## config.mk

```make
export PLATFORM = sky130hd
export DESIGN_NAME = cache_axi_arbiter
export DESIGN_NICKNAME = d
export VERILOG_FILES = /design/src/rtl/cache_arb_pkg.sv /design/src/rtl/rr_arbiter.sv /design/src/rtl/cache_axi_arbiter.sv
export SDC_FILE = /design/constraint.sdc
export NUM_CORES = 1
export LEC_CHECK = 0
export BUFFER_PORTS_ARGS = -buffer_cell sky130_fd_sc_hd__clkbuf_2
export CAP_MARGIN = 20
export CORE_AREA = 2 2 249 251
export DETAILED_ROUTE_END_ITERATION = 12
export DIE_AREA = 0 0 251 253
export HOLD_SLACK_MARGIN = 0.15
export PLACE_DENSITY_LB_ADDON = 0.2
export SLEW_MARGIN = 20
export SYNTH_ARGS = -nofsm -noshare
export SYNTH_HDL_FRONTEND = slang
export SYNTH_SLANG_ARGS = --single-unit
```

## constraint.sdc

```tcl
create_clock -name CLK -period 1.85 [get_ports CLK]
set_input_delay 0.185 -clock CLK [delete_from_list [all_inputs] [get_ports CLK]]
set_output_delay 0.185 -clock CLK [all_outputs]
set_load 0.1 [all_outputs]
```

## src/rtl/cache_arb_pkg.sv

```systemverilog
// Shared encodings for the cache AXI arbiter: FSM states and AXI field constants.
package cache_arb_pkg;

  typedef enum logic [1:0] {RdIdle, RdAddr, RdData} rd_state_e;
  typedef enum logic [1:0] {WrIdle, WrAddr, WrData, WrResp} wr_state_e;

  localparam logic [1:0] BURST_INCR = 2'b01;
  localparam logic [1:0] RESP_OKAY  = 2'b00;

endpackage

```

## src/rtl/rr_arbiter.sv

```systemverilog
// Round-robin arbiter: first requester at or after the pointer wins; pointer moves past
// the winner whenever the grant is taken.
module rr_arbiter #(
  parameter int unsigned N = 2,
  localparam int unsigned IW = (N > 1) ? $clog2(N) : 1
) (
  input  logic          clk,
  input  logic          rst,
  input  logic [N-1:0]  req,
  input  logic          grant_en,
  output logic [IW-1:0] grant_idx,
  output logic          grant_vld
);

  logic [IW-1:0] ptr_q, ptr_d;

  always_comb begin
    int unsigned   cand;
    logic [IW-1:0] idx;
    grant_idx = '0;
    grant_vld = 1'b0;
    cand      = 0;
    idx       = '0;
    for (int unsigned off = 0; off < N; off++) begin
      cand = 32'(ptr_q) + off;
      if (cand >= N) cand = cand - N;
      idx = IW'(cand);
      if (!grant_vld && req[idx]) begin
        grant_vld = 1'b1;
        grant_idx = idx;
      end
    end
  end

  always_comb begin
    ptr_d = ptr_q;
    if (grant_en) begin
      ptr_d = (32'(grant_idx) == N - 1) ? '0 : grant_idx + 1'b1;
    end
  end

  always_ff @(posedge clk or posedge rst) begin
    if (rst) ptr_q <= '0;
    else     ptr_q <= ptr_d;
  end

endmodule

```

## src/rtl/cache_axi_arbiter.sv

```systemverilog
// N-master to 1-slave AXI burst arbiter; read and write paths arbitrate independently and
// hold their grant for the whole burst.
module cache_axi_arbiter
  import cache_arb_pkg::*;
#(
  parameter int unsigned NUM_MST = 2,
  parameter int unsigned AW      = 32,
  parameter int unsigned DW      = 64
) (
  input  logic                    CLK,
  input  logic                    RST,
  input  logic [NUM_MST*AW-1:0]   M_ARADDR,
  input  logic [NUM_MST*8-1:0]    M_ARLEN,
  input  logic [NUM_MST*2-1:0]    M_ARBURST,
  input  logic [NUM_MST-1:0]      M_ARVALID,
  output logic [NUM_MST-1:0]      M_ARREADY,
  output logic [DW-1:0]           M_RDATA,
  output logic [1:0]              M_RRESP,
  output logic                    M_RLAST,
  output logic [NUM_MST-1:0]      M_RVALID,
  input  logic [NUM_MST-1:0]      M_RREADY,
  input  logic [NUM_MST*AW-1:0]   M_AWADDR,
  input  logic [NUM_MST*8-1:0]    M_AWLEN,
  input  logic [NUM_MST*2-1:0]    M_AWBURST,
  input  logic [NUM_MST-1:0]      M_AWVALID,
  output logic [NUM_MST-1:0]      M_AWREADY,
  input  logic [NUM_MST*DW-1:0]   M_WDATA,
  input  logic [NUM_MST*DW/8-1:0] M_WSTRB,
  input  logic [NUM_MST-1:0]      M_WLAST,
  input  logic [NUM_MST-1:0]      M_WVALID,
  output logic [NUM_MST-1:0]      M_WREADY,
  output logic [1:0]              M_BRESP,
  output logic [NUM_MST-1:0]      M_BVALID,
  input  logic [NUM_MST-1:0]      M_BREADY,
  output logic [AW-1:0]           S_ARADDR,
  output logic [7:0]              S_ARLEN,
  output logic [1:0]              S_ARBURST,
  output logic                    S_ARVALID,
  input  logic                    S_ARREADY,
  input  logic [DW-1:0]           S_RDATA,
  input  logic [1:0]              S_RRESP,
  input  logic                    S_RLAST,
  input  logic                    S_RVALID,
  output logic                    S_RREADY,
  output logic [AW-1:0]           S_AWADDR,
  output logic [7:0]              S_AWLEN,
  output logic [1:0]              S_AWBURST,
  output logic                    S_AWVALID,
  input  logic                    S_AWREADY,
  output logic [DW-1:0]           S_WDATA,
  output logic [DW/8-1:0]         S_WSTRB,
  output logic                    S_WLAST,
  output logic                    S_WVALID,
  input  logic                    S_WREADY,
  input  logic [1:0]              S_BRESP,
  input  logic                    S_BVALID,
  output logic                    S_BREADY
);

  localparam int unsigned IW = (NUM_MST > 1) ? $clog2(NUM_MST) : 1;

  rd_state_e     rd_state_q, rd_state_d;
  wr_state_e     wr_state_q, wr_state_d;
  logic [IW-1:0] rd_gnt_q, rd_gnt_d, wr_gnt_q, wr_gnt_d;
  logic [IW-1:0] rd_arb_idx, wr_arb_idx;
  logic          rd_arb_vld, wr_arb_vld, rd_take, wr_take;

  rr_arbiter #(.N(NUM_MST)) u_rd_arb (
    .clk       (CLK),
    .rst       (RST),
    .req       (M_ARVALID),
    .grant_en  (rd_take),
    .grant_idx (rd_arb_idx),
    .grant_vld (rd_arb_vld)
  );

  rr_arbiter #(.N(NUM_MST)) u_wr_arb (
    .clk       (CLK),
    .rst       (RST),
    .req       (M_AWVALID),
    .grant_en  (wr_take),
    .grant_idx (wr_arb_idx),
    .grant_vld (wr_arb_vld)
  );

  always_ff @(posedge CLK or posedge RST) begin
    if (RST) begin
      rd_state_q <= RdIdle;
      wr_state_q <= WrIdle;
      rd_gnt_q   <= '0;
      wr_gnt_q   <= '0;
    end else begin
      rd_state_q <= rd_state_d;
      wr_state_q <= wr_state_d;
      rd_gnt_q   <= rd_gnt_d;
      wr_gnt_q   <= wr_gnt_d;
    end
  end

  // The grant is only taken in idle, so the release cycle after a burst is a bubble.
  always_comb begin
    rd_state_d = rd_state_q;
    rd_gnt_d   = rd_gnt_q;
    rd_take    = 1'b0;
    unique case (rd_state_q)
      RdIdle: if (rd_arb_vld) begin
        rd_take    = 1'b1;
        rd_gnt_d   = rd_arb_idx;
        rd_state_d = RdAddr;
      end
      RdAddr: if (S_ARREADY) rd_state_d = RdData;
      RdData: if (S_RVALID && M_RREADY[rd_gnt_q] && S_RLAST) rd_state_d = RdIdle;
      default: rd_state_d = RdIdle;
    endcase
  end

  always_comb begin
    wr_state_d = wr_state_q;
    wr_gnt_d   = wr_gnt_q;
    wr_take    = 1'b0;
    unique case (wr_state_q)
      WrIdle: if (wr_arb_vld) begin
        wr_take    = 1'b1;
        wr_gnt_d   = wr_arb_idx;
        wr_state_d = WrAddr;
      end
      WrAddr: if (S_AWREADY) wr_state_d = WrData;
      WrData: if (M_WVALID[wr_gnt_q] && S_WREADY && M_WLAST[wr_gnt_q]) wr_state_d = WrResp;
      WrResp: if (S_BVALID && M_BREADY[wr_gnt_q]) wr_state_d = WrIdle;
      default: wr_state_d = WrIdle;
    endcase
  end

  always_comb begin
    S_ARVALID = 1'b0;
    S_ARADDR  = '0;
    S_ARLEN   = '0;
    S_ARBURST = '0;
    M_ARREADY = '0;
    S_RREADY  = 1'b0;
    M_RVALID  = '0;
    M_RDATA   = '0;
    M_RRESP   = '0;
    M_RLAST   = 1'b0;
    if (rd_state_q == RdAddr) begin
      S_ARVALID           = 1'b1;
      S_ARADDR            = M_ARADDR[rd_gnt_q*AW +: AW];
      S_ARLEN             = M_ARLEN[rd_gnt_q*8 +: 8];
      S_ARBURST           = M_ARBURST[rd_gnt_q*2 +: 2];
      M_ARREADY[rd_gnt_q] = S_ARREADY;
    end
    if (rd_state_q == RdData) begin
      S_RREADY           = M_RREADY[rd_gnt_q];
      M_RVALID[rd_gnt_q] = S_RVALID;
      M_RDATA            = S_RDATA;
      M_RRESP            = S_RRESP;
      M_RLAST            = S_RLAST;
    end
  end

  // W is muxed only in WrData, so a master's early W beats stall until its AW is through.
  always_comb begin
    S_AWVALID = 1'b0;
    S_AWADDR  = '0;
    S_AWLEN   = '0;
    S_AWBURST = '0;
    M_AWREADY = '0;
    S_WVALID  = 1'b0;
    S_WDATA   = '0;
    S_WSTRB   = '0;
    S_WLAST   = 1'b0;
    M_WREADY  = '0;
    S_BREADY  = 1'b0;
    M_BVALID  = '0;
    M_BRESP   = '0;
    if (wr_state_q == WrAddr) begin
      S_AWVALID           = 1'b1;
      S_AWADDR            = M_AWADDR[wr_gnt_q*AW +: AW];
      S_AWLEN             = M_AWLEN[wr_gnt_q*8 +: 8];
      S_AWBURST           = M_AWBURST[wr_gnt_q*2 +: 2];
      M_AWREADY[wr_gnt_q] = S_AWREADY;
    end
    if (wr_state_q == WrData) begin
      S_WVALID           = M_WVALID[wr_gnt_q];
      S_WDATA            = M_WDATA[wr_gnt_q*DW +: DW];
      S_WSTRB            = M_WSTRB[wr_gnt_q*(DW/8) +: DW/8];
      S_WLAST            = M_WLAST[wr_gnt_q];
      M_WREADY[wr_gnt_q] = S_WREADY;
    end
    if (wr_state_q == WrResp) begin
      S_BREADY           = M_BREADY[wr_gnt_q];
      M_BVALID[wr_gnt_q] = S_BVALID;
      M_BRESP            = S_BRESP;
    end
  end

endmodule

```

==> results of run 1 <==
[critical path: stages, from the launching register on]
cell and delay [ns]:
sky130_fd_sc_hd__dfrtp_4 0.50, sky130_fd_sc_hd__buf_16 0.18, sky130_fd_sc_hd__clkbuf_16 0.23, sky130_fd_sc_hd__mux2i_4 0.20
sky130_fd_sc_hd__nor2b_4 0.13, sky130_fd_sc_hd__buf_12 0.18
[metal layers]
| layer | wire (um) | global-route usage (%) |
|---|---|---|
| met2 | 17900 | 18.3 |
| met5 | 42 | 0 |
| met4 | 396 | 1.45 |
| met1 | 11200 | 8.91 |
| met3 | 2860 | 3.03 |
[through the flow]
stage	setup TNS (ns)	area [sq um]	hold WS, ns	total power (W)	cells
final	-0.838	14000	0.174	0.0306	1943
after floorplan	-11.95	4970	0.000658	0.0186	494
after global routing	-3.24	14000	0.174	0.0316	1941
after global placement	0	12900	0.233	0.0283	1911
after CTS	-2.57	13400	0.156	0.0295	1921
after detailed placement	-0.891	12900	0.231	0.0283	1911
[state kept, by name, indices dropped and copies added (netlist names)]
register,flops
rd_gnt_q,1
rd_state_q,2
u_rd_arb.ptr_q,1
u_wr_arb.ptr_q,1
wr_gnt_q,1
wr_state_q,2
[cells in the final DEF, fill, tap and decap left out, types with 4 or more instances in the layout]
cell / instances
sky130_fd_sc_hd__nor2b_4: 118
sky130_fd_sc_hd__a21oi_1: 5
sky130_fd_sc_hd__buf_4: 26
sky130_fd_sc_hd__buf_12: 247
sky130_fd_sc_hd__mux2i_4: 18
sky130_fd_sc_hd__and2_2: 67
sky130_fd_sc_hd__mux2i_1: 68
sky130_fd_sc_hd__nor2_4: 44
sky130_fd_sc_hd__nand2_1: 7
sky130_fd_sc_hd__dfrtp_1: 6
sky130_fd_sc_hd__buf_6: 12
sky130_fd_sc_hd__clkbuf_16: 9
sky130_fd_sc_hd__mux2i_2: 74
sky130_fd_sc_hd__clkbuf_2: 399
sky130_fd_sc_hd__a31oi_1: 4
sky130_fd_sc_hd__buf_16: 5
[power by group through the flow]
| stage | Combinational, W | Clock, W | Sequential, W |
|---|---|---|---|
| 2_1_floorplan | 0.0183 | 0 | 0.000326 |
| 3_3_place_gp | 0.0279 | 0 | 0.000390 |
| 3_5_place_dp | 0.0279 | 0 | 0.000397 |
| 4_1_cts | 0.0287 | 0.000408 | 0.000397 |
| 5_1_grt | 0.0308 | 0.000417 | 0.000406 |
| 6_report | 0.0299 | 0.000388 | 0.000390 |
[area by class of cell]
type                    count  area (sq um)
multi-input cells         438          5150
clock buffers               3          75.1
fillers                  6545         47000
flip-flops and latches      8           205
inverters                   4          18.8
well taps                 790           988
repair buffers            697          7580
diodes                      3          7.51
[cell families after synthesis]
logic type,Yosys count,synth area share (%)
compound gates,13,2.37
fa+ha+maj,4,1.38
buf+inv,48,5.61
flops,8,5.51
mux,161,44.4
simple gates,260,40.8
[worst max-delay path by stage]
stage	startpoint	end	slack, ns	cells past startpoint
2_1_floorplan	wr_state_q[1]	M_AWREADY[0]	-0.33	5
3_3_place_gp	wr_state_q[0]	S_WDATA[55]	0.003	5
3_5_place_dp	wr_state_q[0]	S_WDATA[20]	-0.04	5
4_1_cts	wr_gnt_q	S_WDATA[50]	-0.08	5
5_1_grt	wr_gnt_q	S_WDATA[44]	-0.09	5
6_report	wr_gnt_q	S_WDATA[44]	-0.07	5
[repair_timing]
action | in CTS | in global routing
gates resized for setup | 85 | 59
cloned | 1 | 10
hold endpoints to repair | 8 | 0
hold buffers | 1 | 0
setup buffers | 6 | 9
setup endpoints to repair | 92 | 176
pin swaps | 1 | 2
==> Implementation_results.wiki, run 1 <==
{| class="wikitable"
! Metric !! Value
|-
| Clock share of power || 1.3%
|-
| Clock insertion delay at the later pin of the skew report || 0.24 ns
|-
| Register-to-Register Setup Slack || 0.05 ns
|-
| CP Capture Type || output port
|-
| DRT Pass-1 Iters || 4
|-
| Fraction of synthesized cell area taken by the top area cell type || 44.0%
|-
| Cell area after synthesis || 3640 sq um
|-
| CTS Buffer Depth || 2
|-
| Total detailed-routing wirelength || 32.4 mm
|-
| Most used flip-flop cell after synthesis || sky130_fd_sc_hd__dfrtp_1
|-
| Initial antenna violation count || 7
|-
| Top cells by instance count after synthesis || 160 x sky130_fd_sc_hd__mux2i_1, 121 x sky130_fd_sc_hd__nor2b_1, 69 x sky130_fd_sc_hd__and2_1
|-
| Fraction of final layout cells sized beyond drive strength 1 || 90.7%
|-
| Final period util || 104%
|-
| First-pass GRT wire length || 43.1 mm
|-
| Initial core utilization || 5.96%
|-
| Cell with the most instances after synthesis || sky130_fd_sc_hd__mux2i_1
|-
| Outcome || complete, but fails checks
|-
| Largest net degree at the start of global routing || 51
|-
| H-Tree Level Count || 1
|-
| Fraction of synthesis flops using an asynchronous set or reset pin || 100%
|-
| Cell count after synthesis || 494
|-
| Post-route DRC violation count || 0
|-
| Power Dens Cells || 2180 nW/um^2
|-
| Number of max-cap violations || 0
|-
| Relative area change from synthesis to final layout || 286%
|-
| Via density per instance || 3.20
|-
| Max VDD drop || 0.00103 V
|-
| Fraction of power consumed by combinational cells || 97.5%
|-
| Syn nets || 898
|-
| Register clock-pin slew on the reported worst setup and hold paths || 0.04 ns
|-
| Buffers on Ports || 640
|-
| Worst hold path class || primary input to register
|-
| Via total after detailed routing || 6,212
|-
| Slew margin rel. || 67.8%
|-
| Number of buffers created by CTS || 3
|-
| Worst hold path endpoint || rd_gnt_q
|-
| Finish-stage setup viols || 36
|-
| Per-instance average area after synthesis || 7.36 sq um
|-
| Destination of the worst register-to-register timing path || wr_state_q[1]
|-
| Hold Path Stages || 2
|-
| Type of origin of the critical path || register
|-
| CP required || 1.66 ns
|-
| Slew at the pin closest to its max-slew limit || 0.483 ns
|-
| Kind of critical path || register to output port
|-
| Residual overflow from global routing || 0
|-
| Post-route minimum period || 1.92 ns
|-
| Pre-CTS setup slack || -0.0360 ns
|-
| Max Fanout on Critical Path || 26
|-
| Die Wd || 251 um
|-
| Launch point of the worst reg-to-reg path || wr_gnt_q
|-
| Switching Power || 0.0183 W
|-
| Area of the die || 63,500 sq um
|-
| EDFF count, synth || 0
|-
| Cell accounting for the most synthesized area || sky130_fd_sc_hd__mux2i_1
|-
| Violations in the final reports || negative setup slack
|-
| Core area || 61,000 sq um
|-
| Internal portion of total power || 0.0123 W
|-
| Final Max Tran Viols || 0
|-
| Layout Skew || 0.000285 ns
|-
| CTS tree || built
|-
| Number of cells on the worst reg-to-reg path || 5
|-
| Unique cell type count in the Yosys netlist || 26
|-
| Leading post-synthesis cells by cell area || sky130_fd_sc_hd__mux2i_1 44%, sky130_fd_sc_hd__nor2b_1 21%, sky130_fd_sc_hd__and2_1 12%, sky130_fd_sc_hd__dfrtp_1 5.5%, sky130_fd_sc_hd__nor2_1 5.0%
|-
| Post-layout utilization of the core || 23.0%
|-
| Routed length per instance || 16.7 um
|-
| Count of routing violations after the opening detailed-route iteration || 123
|-
| Startpoint of the lowest-slack hold path || M_ARVALID[0]
|-
| Number of top-level design ports || 641
|-
| HPWL Detailed || 27.4 mm
|-
| Setup repair after global routing missed its margin || true
|-
| DRT antenna net count || 0
|-
| Overall Global Routing Usage || 9.03%
|-
| Yosys warning count || 0
|-
| Hold Violations, Final || 0
|-
| Placer congestion estimate || 0.785
|-
| Final setup margin || -0.0656 ns
|-
| Seq cells post-synth || 8
|-
| Vias in the first global route || 6,528
|-
| Worst endpoint data arrival time || 1.73 ns
|-
| Sequential element share of the synthesized area || 5.51%
|-
| Clock sink count || 8
|-
| Leakage power of the design || 6.14 nW
|-
| Peak clock frequency supported by timing || 0.522 GHz
|-
| Switching fraction of total power || 59.9%
|-
| Cell Rows || 91
|-
| Nets || 1,556
|-
| Fraction of power consumed by sequential logic || 1.3%
|-
| Height of the die || 253 um
|-
| Root cell of the clock tree || sky130_fd_sc_hd__clkbuf_16
|}
No activity file was read; power rests on OpenSTA's default activity.
==> run 2, diff against run 1 <==
--- a/config.mk
+++ b/config.mk
@@ -10,8 +10,8 @@
 export CORE_AREA = 2 2 249 251
 export DETAILED_ROUTE_END_ITERATION = 12
 export DIE_AREA = 0 0 251 253
-export HOLD_SLACK_MARGIN = 0.15
 export PLACE_DENSITY_LB_ADDON = 0.2
+export SETUP_SLACK_MARGIN = 0.3
 export SLEW_MARGIN = 20
 export SYNTH_ARGS = -nofsm -noshare
 export SYNTH_HDL_FRONTEND = slang
==> Implementation_results.wiki, run 2 (synthesis gave the netlist of run 1 again) <==
{| class="wikitable"
! Metric !! Value
|-
| Hold Violations, Final || 8 (+8)
|-
| Number of max-cap violations || 0 (unchanged)
|-
| Number of buffers inserted for hold repair after clock tree synthesis || 0 (-1)
|-
| Power Dens Cells || 2200 nW/um^2 (+0.70%)
|-
| First-pass GRT wire length || 44.4 mm (+3.1%)
|-
| Most used routing layer in global routing || met2
|-
| Worst hold path class || primary input to async pin
|-
| CTS Buffer Depth || 2 (unchanged)
|-
| Number of fillers in the final layout || 6,394 (-2.3%)
|-
| Cell Rows || 91 (unchanged)
|-
| Initial antenna violation count || 2 (-5)
|-
| Final period util || 102% (-1.7 points)
|-
| Die Wd || 251 um (unchanged)
|-
| Leakage power of the design || 6.70 nW (+9.2%)
|-
| Peak clock frequency supported by timing || 0.531 GHz (+1.7%)
|-
| DRT Pass-1 Iters || 4 (unchanged)
|-
| Commonest cells after routing, fill and taps aside || 399 x sky130_fd_sc_hd__clkbuf_2, 263 x sky130_fd_sc_hd__buf_12, 120 x sky130_fd_sc_hd__nor2b_4
|-
| Fraction of met2 tracks used by global routing || 19.7% (+1.5 points)
|-
| Most common cell after layout, fill and taps aside || sky130_fd_sc_hd__clkbuf_2
|-
| Buffers on Ports || 640 (unchanged)
|-
| Final Max Tran Viols || 0 (unchanged)
|-
| Count of routing violations after the opening detailed-route iteration || 156 (+27%)
|-
| Total detailed-routing wirelength || 34.4 mm (+6.2%)
|-
| Post-route minimum period || 1.88 ns (-0.0320 ns)
|-
| Kind of critical path || register to output port
|-
| Overall Global Routing Usage || 9.34% (+0.31 points)
|-
| Multi-input gate area || 5800 sq um (+13%)
|-
| Area of the die || 63,500 sq um (unchanged)
|-
| Smallest hold slack || -0.0431 ns (-0.217 ns)
|-
| Met3 Usage GRT || 2.83% (-0.21 points)
|-
| Height of the die || 253 um (unchanged)
|-
| Max Fanout on Critical Path || 5 (-81%)
|-
| CP required || 1.66 ns (about the same)
|-
| Launch point of the worst path || wr_gnt_q
|-
| DRT antenna net count || 0 (unchanged)
|-
| Clock sink count || 8 (unchanged)
|-
| Grt met1 use || 8.79% (-0.12 points)
|-
| Type of origin of the critical path || register
|-
| Routed length per instance || 17.2 um (+3.5%)
|-
| Core area || 61,000 sq um (unchanged)
|-
| Placed instance count || 1,908 (-0.16%)
|-
| Setup repair after global routing missed its margin || true
|-
| Post-route DRC violation count || 0 (unchanged)
|-
| Residual overflow from global routing || 0 (unchanged)
|-
| Nets || 1,610 (+3.5%)
|-
| Initial core utilization || 5.96% (unchanged)
|-
| Via total after detailed routing || 6,570 (+5.8%)
|-
| Launch point of the worst reg-to-reg path || wr_state_q[0]
|-
| Register-to-Register Setup Slack || 0.04 ns (about the same)
|-
| Finish-stage setup viols || 15 (-58%)
|-
| CTS tree || built
|-
| Slew at the pin closest to its max-slew limit || 0.562 ns (+0.0791 ns)
|-
| Biggest regs || rd_state_q (2), wr_state_q (2)
|-
| Outcome || complete, but fails checks
|-
| Via density per instance || 3.29 (+3.0%)
|-
| Max VDD drop || 0.00104 V (+0.61%)
|-
| Worst endpoint data arrival time || 1.70 ns (-0.03 ns)
|-
| CP Capture Type || output port
|-
| Layout Skew || 0.000338 ns (+0.0000529 ns)
|-
| Largest net degree at the start of global routing || 37 (-27%)
|-
| Post-layout utilization of the core || 25.9% (+3.0 points)
|-
| Vias in the first global route || 6,968 (+6.7%)
|-
| HPWL Detailed || 25.4 mm (-7.2%)
|-
| Slew margin rel. || 62.5% (-5.3 points)
|-
| Relative area change from synthesis to final layout || 335%
|-
| Number of top-level design ports || 641 (unchanged)
|-
| Fraction of final layout cells sized beyond drive strength 1 || 95.9% (+5.2 points)
|-
| Violations in the final reports || negative hold slack, negative setup slack
|-
| Root cell of the clock tree || sky130_fd_sc_hd__clkbuf_16
|-
| Clock insertion delay at the later pin of the skew report || 0.25 ns (about the same)
|-
| Register clock-pin slew on the reported worst setup and hold paths || 0.05 ns (about the same)
|-
| Final setup margin || -0.0336 ns (+0.0320 ns)
|-
| Area taken by flip-flops and latches || 208 sq um (+1.2%)
|-
| Summed negative setup slack over all endpoints || -0.233 ns (+0.605 ns)
|-
| Number of buffers created by CTS || 3 (unchanged)
|-
| Count of placed standard cells in the final layout, fillers left out || 1,995 (+2.7%)
|-
| H-Tree Level Count || 1 (unchanged)
|-
| Placer congestion estimate || 0.794 (+1.2%)
|}
==> run 2: per-layer routing <==
metal  up-vias  part of all wire [%]
met5         -                 0.038
met4         2                   1.5
met3        28                   8.3
met2       385                    59
met1      3063                    31
li1       3092                     -
==> run 2: final timing paths <==
path                                  end  cells after the start
hold reg to reg            u_rd_arb.ptr_q                      1
hold / removal              rd_state_q[1]                      2
setup / recovery              S_WDATA[60]                      5
max in group asynchronous        wr_gnt_q                      2
min in group CLK                 rd_gnt_q                      2
setup reg to reg            wr_state_q[1]                      7
==> run 2: cell type report <==
cell class | instances | share of cell area (%)
multi-input combinational | 438 | 36.6
timing repair buffer | 751 | 55.2
inverter | 4 | 0.119
clock buffer | 3 | 0.474
tap | 790 | 6.25
sequential | 8 | 1.31
antenna | 1 | 0.0158
==> run 2: through the flow <==
step	setup WS (ns)	total power, W	cell area, sq um
floorplan	0.0170	0.0193	5270
global placement	0.0556	0.0285	13000
detailed placement	0.0507	0.0285	13000
CTS	-0.00605	0.0324	14600
global route	-0.0747	0.0358	15800
finish	-0.0336	0.0348	15800
==> run 2: critical path, stage by stage (launching register included) <==
cell and delay, ns:
sky130_fd_sc_hd__dfrtp_4 0.55, sky130_fd_sc_hd__clkbuf_16 0.19, sky130_fd_sc_hd__buf_12 0.13, sky130_fd_sc_hd__mux2i_2 0.16, sky130_fd_sc_hd__nor2b_4 0.21, sky130_fd_sc_hd__buf_12 0.20
==> run 2: repair_timing <==
item / 4_1_cts / 5_1_grt
gates resized for setup: 155 / 144
setup endpoints to repair: 243 / 243
pin swaps: 57 / 56
setup buffers: 19 / 28
gates cloned: 20 / 16
==> run 2: where the power goes <==
group	leakage (nW)	internal (W)	total, W	switching [W]
logic	6.58	0.0147	0.0340	0.0193
clock network	0.0370	0.000283	0.000412	0.000129
registers	0.0896	0.000282	0.000417	0.000135
